$ cat config.mk
export PLATFORM = sky130hd
export DESIGN_NAME = rst_seq_ctl_flat
export DESIGN_NICKNAME = d
export VERILOG_FILES = /design/src/rtl/rst_seq_ctl_if.sv /design/src/rtl/rst_seq_ctl.sv /design/src/flat_wrapper.sv
export SDC_FILE = /design/constraint.sdc
export NUM_CORES = 1
export LEC_CHECK = 0
export CAP_MARGIN = 20
export CORE_UTILIZATION = 56
export CTS_CLUSTER_DIAMETER = 30
export CTS_CLUSTER_SIZE = 8
export DETAILED_ROUTE_END_ITERATION = 10
export PLACE_DENSITY = 0.82
export SYNTH_ARGS = -nofsm -noshare
export SYNTH_HDL_FRONTEND = slang
export SYNTH_SLANG_ARGS = --single-unit
$ cat constraint.sdc
create_clock -name clk_i -period 2.6 [get_ports clk_i]
set_clock_uncertainty 0.1 [all_clocks]
set_input_delay 0.52 -clock clk_i [delete_from_list [all_inputs] [get_ports clk_i]]
set_output_delay 0.52 -clock clk_i [all_outputs]
set_load 0.01 [all_outputs]
$ cat src/rtl/rst_seq_ctl_if.sv
// Control/status bundle between the reset sequencer and the board: PLL lock in,
// soft restart in, PLL reset and per-domain resets out.
interface rst_seq_ctl_if #(
  parameter int N_STAGES = 3,
  parameter int RW       = 2
);
  logic                pll_locked_i;
  logic                soft_rst_i;
  logic                pll_rst_o;
  logic [N_STAGES-1:0] rst_n_o;
  logic                ready_o;
  logic                fail_o;
  logic [RW-1:0]       retry_cnt_o;

  modport master (
    output pll_locked_i,
    output soft_rst_i,
    input  pll_rst_o,
    input  rst_n_o,
    input  ready_o,
    input  fail_o,
    input  retry_cnt_o
  );

  modport slave (
    input  pll_locked_i,
    input  soft_rst_i,
    output pll_rst_o,
    output rst_n_o,
    output ready_o,
    output fail_o,
    output retry_cnt_o
  );
endinterface

$ cat src/rtl/rst_seq_ctl.sv
// PLL bring-up and ordered reset-release sequencer, clocked by the free-running
// board clock; retries PLL lock with a timeout and restarts on lock loss.
module rst_seq_ctl #(
  parameter int N_STAGES       = 3,
  parameter int PLL_RST_CYCLES = 16,
  parameter int LOCK_TIMEOUT   = 4096,
  parameter int LOCK_STABLE    = 256,
  parameter int STAGE_GAP      = 64,
  parameter int MAX_RETRY      = 3
) (
  input  logic          clk_i,
  input  logic          rst_n_i,
  rst_seq_ctl_if.slave  bus
);

  localparam int RW      = (MAX_RETRY > 0) ? $clog2(MAX_RETRY + 1) : 1;
  localparam int MAX_A   = (PLL_RST_CYCLES > LOCK_TIMEOUT) ? PLL_RST_CYCLES : LOCK_TIMEOUT;
  localparam int MAX_B   = (LOCK_STABLE > STAGE_GAP) ? LOCK_STABLE : STAGE_GAP;
  localparam int CNT_MAX = (MAX_A > MAX_B) ? MAX_A : MAX_B;
  localparam int CW      = (CNT_MAX > 1) ? $clog2(CNT_MAX) : 1;

  localparam logic [CW-1:0] PLL_LAST    = CW'(PLL_RST_CYCLES - 1);
  localparam logic [CW-1:0] TIMEOUT_LAST = CW'(LOCK_TIMEOUT - 1);
  localparam logic [CW-1:0] STABLE_LAST = CW'(LOCK_STABLE - 1);
  localparam logic [CW-1:0] GAP_LAST    = CW'(STAGE_GAP - 1);
  localparam logic [RW-1:0] RETRY_MAX   = RW'(MAX_RETRY);

  typedef enum logic [2:0] {
    PLL_RST   = 3'd0,
    WAIT_LOCK = 3'd1,
    STABLE    = 3'd2,
    RELEASE   = 3'd3,
    RUN       = 3'd4,
    FAIL      = 3'd5
  } state_t;

  state_t              state_q, state_d;
  logic [CW-1:0]       cnt_q, cnt_d;
  logic [RW-1:0]       retry_q, retry_d;
  logic                pll_rst_q, pll_rst_d;
  logic [N_STAGES-1:0] rst_n_q, rst_n_d;
  logic                ready_q, ready_d;
  logic                fail_q, fail_d;
  logic                sync1_q, lock_s_q;
  logic [N_STAGES-1:0] rst_n_shift;

  // Releasing a stage shifts a one in from the bottom, keeping the vector thermometer-coded.
  for (genvar gi = 0; gi < N_STAGES; gi++) begin : g_shift
    if (gi == 0) begin : g_first
      assign rst_n_shift[gi] = 1'b1;
    end else begin : g_next
      assign rst_n_shift[gi] = rst_n_q[gi-1];
    end
  end

  always_comb begin
    state_d   = state_q;
    cnt_d     = cnt_q + CW'(1);
    retry_d   = retry_q;
    pll_rst_d = pll_rst_q;
    rst_n_d   = rst_n_q;
    ready_d   = ready_q;
    fail_d    = fail_q;

    if (bus.soft_rst_i) begin
      state_d   = PLL_RST;
      cnt_d     = '0;
      retry_d   = '0;
      pll_rst_d = 1'b1;
      rst_n_d   = '0;
      ready_d   = 1'b0;
      fail_d    = 1'b0;
    end else begin
      unique case (state_q)
        PLL_RST: begin
          pll_rst_d = 1'b1;
          rst_n_d   = '0;
          ready_d   = 1'b0;
          if (cnt_q == PLL_LAST) begin
            state_d   = WAIT_LOCK;
            cnt_d     = '0;
            pll_rst_d = 1'b0;
          end
        end

        WAIT_LOCK: begin
          // Lock seen on the timeout cycle wins over the retry.
          if (lock_s_q) begin
            state_d = STABLE;
            cnt_d   = '0;
          end else if (cnt_q == TIMEOUT_LAST) begin
            cnt_d     = '0;
            pll_rst_d = 1'b1;
            if (retry_q == RETRY_MAX) begin
              state_d = FAIL;
              fail_d  = 1'b1;
            end else begin
              state_d = PLL_RST;
              retry_d = retry_q + RW'(1);
            end
          end
        end

        STABLE: begin
          if (!lock_s_q) begin
            state_d = WAIT_LOCK;
            cnt_d   = '0;
          end else if (cnt_q == STABLE_LAST) begin
            state_d = RELEASE;
            cnt_d   = '0;
          end
        end

        RELEASE: begin
          if (!lock_s_q) begin
            state_d = WAIT_LOCK;
            cnt_d   = '0;
            rst_n_d = '0;
            ready_d = 1'b0;
          end else if (cnt_q == GAP_LAST) begin
            cnt_d   = '0;
            rst_n_d = rst_n_shift;
            if (&rst_n_shift) begin
              state_d = RUN;
              ready_d = 1'b1;
            end
          end
        end

        RUN: begin
          cnt_d = '0;
          if (!lock_s_q) begin
            state_d = WAIT_LOCK;
            rst_n_d = '0;
            ready_d = 1'b0;
          end
        end

        FAIL: begin
          cnt_d     = '0;
          fail_d    = 1'b1;
          pll_rst_d = 1'b1;
          rst_n_d   = '0;
          ready_d   = 1'b0;
        end

        default: begin
          state_d   = PLL_RST;
          cnt_d     = '0;
          pll_rst_d = 1'b1;
          rst_n_d   = '0;
          ready_d   = 1'b0;
        end
      endcase
    end
  end

  always_ff @(posedge clk_i or negedge rst_n_i) begin
    if (!rst_n_i) begin
      state_q   <= PLL_RST;
      cnt_q     <= '0;
      retry_q   <= '0;
      pll_rst_q <= 1'b1;
      rst_n_q   <= '0;
      ready_q   <= 1'b0;
      fail_q    <= 1'b0;
      sync1_q   <= 1'b0;
      lock_s_q  <= 1'b0;
    end else begin
      state_q   <= state_d;
      cnt_q     <= cnt_d;
      retry_q   <= retry_d;
      pll_rst_q <= pll_rst_d;
      rst_n_q   <= rst_n_d;
      ready_q   <= ready_d;
      fail_q    <= fail_d;
      sync1_q   <= bus.pll_locked_i;
      lock_s_q  <= sync1_q;
    end
  end

  assign bus.pll_rst_o   = pll_rst_q;
  assign bus.rst_n_o     = rst_n_q;
  assign bus.ready_o     = ready_q;
  assign bus.fail_o      = fail_q;
  assign bus.retry_cnt_o = retry_q;

endmodule
$ cat src/flat_wrapper.sv
// flat-port wrapper written by rule: the top's interface ports become plain ports
module rst_seq_ctl_flat 
#(
  parameter int N_STAGES       = 3,
  parameter int PLL_RST_CYCLES = 16,
  parameter int LOCK_TIMEOUT   = 4096,
  parameter int LOCK_STABLE    = 256,
  parameter int STAGE_GAP      = 64,
  parameter int MAX_RETRY      = 3
)
  (clk_i, rst_n_i, bus_pll_locked_i, bus_soft_rst_i, bus_pll_rst_o, bus_rst_n_o, bus_ready_o, bus_fail_o, bus_retry_cnt_o);
  rst_seq_ctl_if #(.N_STAGES(N_STAGES)) bus_i ();
  input  logic clk_i;
  input  logic rst_n_i;
  input wire logic [$bits(bus_i.pll_locked_i)-1:0] bus_pll_locked_i;
  input wire logic [$bits(bus_i.soft_rst_i)-1:0] bus_soft_rst_i;
  output wire logic [$bits(bus_i.pll_rst_o)-1:0] bus_pll_rst_o;
  output wire logic [$bits(bus_i.rst_n_o)-1:0] bus_rst_n_o;
  output wire logic [$bits(bus_i.ready_o)-1:0] bus_ready_o;
  output wire logic [$bits(bus_i.fail_o)-1:0] bus_fail_o;
  output wire logic [$bits(bus_i.retry_cnt_o)-1:0] bus_retry_cnt_o;
  assign bus_i.pll_locked_i = bus_pll_locked_i;
  assign bus_i.soft_rst_i = bus_soft_rst_i;
  assign bus_pll_rst_o = bus_i.pll_rst_o;
  assign bus_rst_n_o = bus_i.rst_n_o;
  assign bus_ready_o = bus_i.ready_o;
  assign bus_fail_o = bus_i.fail_o;
  assign bus_retry_cnt_o = bus_i.retry_cnt_o;
  rst_seq_ctl #(.N_STAGES(N_STAGES), .PLL_RST_CYCLES(PLL_RST_CYCLES), .LOCK_TIMEOUT(LOCK_TIMEOUT), .LOCK_STABLE(LOCK_STABLE), .STAGE_GAP(STAGE_GAP), .MAX_RETRY(MAX_RETRY)) u_core (.clk_i(clk_i), .rst_n_i(rst_n_i), .bus(bus_i));
endmodule
==> run_results.csv <==
group,metric,value,unit
run_status,status,"finished, final reports clean",
timing,fmax,0.425,GHz
drt,wire_per_inst,13.9,um
floorplan,core,2280,um2
clock_tree,cts_tree,"built",
yosys,synth_largest_area_cell,"dfrtp_1",
critical_path,critical_path_arrival,2.46,ns
timing,setup_viol,0,
floorplan,dieArea,2680,um2
placement,io_buffer_count,11,
yosys,async_reset_ff_share,100,%
clock_tree,htreeDepth,1,
yosys,synth_top_area_share,43.2,%
clock_tree,cts_resized,0,
yosys,muxShareOfSynthArea,4.59,%
grt,grt_max_degree,17,
finish,regArea,627,um2
worst_hold_path,hold_start,"u_core.sync1_q",
critical_path,worst_setup_path_end_kind,"flop",
yosys,ys_dominant_reg_cell,"dfrtp_1",
worst_hold_path,whs_endpoint,"u_core.lock_s_q",
finish,fillCellCount,188,
yosys,syn-instance-count,145,
placement,place_congestion,0.845,
critical_path,crit_required,2.70,ns
finish,n_antenna_cell,0,
yosys,synthSimpleGateAreaFrac,27.1,%
clock_tree,clockRootBuffer,"clkbuf_4",
yosys,synth_area_leaders,"dfrtp_1 (43%), nor2_1 (5.9%), nand2_1 (4.1%)",
critical_path,critical_path_class,"reg -> reg",
floorplan,die_w,51.8,um
finish,multi_input_area,721,um2
yosys,netlist_top_cells_count,"dfrtp_1 (24), nor2_1 (22), nand2_1 (15), nand3_1 (8), xor2_1 (6)",
power,ir_worst_vdd,0.340,mV
floorplan,ios,12,
drt,antenna_left,0,
grt,grt_pass1_vias,1046,
timing,hold-worst-slack,0.272,ns
timing,slew_violations,0,
finish,drive_gt1_share,13.2,%
grt,grt_usage,23.7,%
clock_tree,clk_pin_slew,0.12,ns
timing,fin_setup_tns,0,ns
yosys,yosys_warnings,0,
worst_hold_path,hold_class,"reg -> reg",
drt,routed_wl,2600,um
floorplan,start_util,61.0,%
drt,drtIter0Drc,33,
drt,dr.pass1.iters,4,
grt,grt_first_pass_wirelength,4640,um
grt,gr-total-overflow,0,
clock_tree,post_cts_buffers,0,
timing,hold_violations,0,
run,maxCapViolations,0,
yosys,synth.avg_cell_area,9.58,um2
critical_path,r2r_end,"u_core.cnt_q[9]",
yosys,synthAdderAreaFrac,1.80,%
placement,place_hpwl,1920,um
critical_path,reg2regPathDepth,5,
finish,nets,166,
floorplan,die_h,51.8,um
yosys,synth_seq_cells,25,
yosys,synth_nets,151,
critical_path,r2r_setup_slack,0.24,ns
clock_tree,cts_sinks,25,
critical_path,crit_start,"u_core.cnt_q[10]",
grt,antenna_found_initial,0,
drt,num_vias,1105,
yosys,yosysMostFrequentCell,"dfrtp_1",
drt,drc,0,
worst_hold_path,holdPathStages,0,
clock_tree,cts_buffers,3,
yosys,synthesis.area,1390,um2
critical_path,path_max_fanout,11,
power,p_per_area,514,nW/um2
critical_path,rr_startpoint,"u_core.cnt_q[10]",
clock_tree,hold_buffers,0,
yosys,synth_top_family_by_area,"simple AND/OR/NAND/NOR gates",
timing,tightest_slew,0.525,ns
drt,routed_via_density,5.91,
floorplan,rows,17,
timing,rsz0062_at_grt,"false",
clock_tree,clk_latency,0.31,ns
power,p_leak,0.647,nW
finish,syn_to_final_growth,12.6,%
yosys,seq_area_frac_synth,45.1,%
timing,post-route-period-util,90.6,%
power,p_total,803,uW
critical_path,start_kind,"flop",
clock_tree,clock_path_buffers,2,
yosys,synth_xor_xnor_area_share,6.94,%
yosys,synth_compound_area_share,11.4,%
timing,maxSlewHeadroom,64.9,%
yosys,synth-edff-count,0,
timing,post-route-min-period,2.36,ns
yosys,ys_types,40,
placed cells by master, fill, tap and decap left out, types with 2 or more instances in the layout:
master | netlist | final
a31o_2 | 2 | 2
xor2_1 | 6 | 6
a311o_2 | 2 | 2
ha_1 | 2 | 2
o21ai_0 | 3 | 3
xnor2_1 | 5 | 5
nor2_1 | 22 | 22
or3_1 | 2 | 2
nor2b_1 | 2 | 2
a31oi_1 | 2 | 2
clkdlybuf4s50_1 | 0 | 11
nand4_1 | 3 | 3
mux2_2 | 3 | 3
buf_4 | 0 | 4
nor4_1 | 3 | 3
a21oi_1 | 4 | 4
mux2i_1 | 3 | 3
nand3_1 | 8 | 8
dfrtp_1 | 24 | 24
nor3_1 | 3 | 3
and3_1 | 3 | 3
clkbuf_4 | 0 | 3
or4_1 | 2 | 2
inv_1 | 4 | 4
nand2_1 | 15 | 15
nand2b_1 | 2 | 2
power breakdown:
part           internal (mW)  leakage (nW)  switching, mW
Combinational         0.0768         0.293          0.107
Sequential             0.412         0.339         0.0392
Clock                 0.0599        0.0150          0.108
Total                  0.549         0.647          0.254
metal layers:
| layer | wire, um | vias up | GRT usage [%] |
|---|---|---|---|
| met5 | 0 | - | 0 |
| met2 | 1330 | 16 | 40.3 |
| li1 | - | 544 | - |
| met1 | 1210 | 543 | 30.5 |
| met4 | 17 | 0 | 8.56 |
| met3 | 48 | 2 | 3.51 |
worst max-delay path, cell delays in order, from the launching register on:
cell and delay, ns:
dfrtp_1 0.42, or4_4 0.56, or4b_4 0.58, a2bb2oi_4 0.20, a311o_2 0.32, nor2_1 0.08
state kept, by name (all words and copies together) (netlist names):
| register | cells |
|---|---|
| u_core.state_q | 3 |
| u_core.bus.fail_o | 1 |
| u_core.cnt_q | 12 |
| u_core.lock_s_q | 1 |
| u_core.sync1_q | 1 |
| u_core.bus.ready_o | 1 |
| u_core.bus.retry_cnt_o | 2 |
| u_core.bus.pll_rst_o | 1 |
| u_core.bus.rst_n_o | 3 |
through the flow:
step | setup WS, ns | cell area [um2] | util, % | instances
after floorplan | 0.369 | 1390 | - | 145
after global routing | 0.133 | 1560 | 68.7 | 187
after CTS | 0.229 | 1560 | 68.7 | 187
after global placement | 0.304 | 1540 | 67.6 | 183
final | 0.244 | 1560 | 68.7 | 187
after detailed placement | 0.239 | 1540 | 67.6 | 183
cell families (layout without fill, tap and decap cells):
kind of cell    count (synthesis)  after routing
compound gates                 19             19
xor+xnor                       11             11
fa+ha+maj                       2              2
buf+inv                         9             23
flops                          25             25
mux                             6              6
simple gates                   73             73
layout make-up:
class                           instances  area share, %
Clock buffer                            4           1.68
Inverter                                4          0.960
Multi-Input combinational cell        111           46.1
Sequential cell                        25           40.1
Tap cell                               28           2.24
Timing Repair Buffer                   15           8.96
worst max-delay path by stage:
stage                 endpoint
2_1_floorplan  u_core.cnt_q[8]
6_report       u_core.cnt_q[9]
3_5_place_dp   u_core.cnt_q[7]
4_1_cts        u_core.cnt_q[9]
5_1_grt        u_core.cnt_q[2]
3_3_place_gp   u_core.cnt_q[2]
Power figures use the tool's default switching activity.
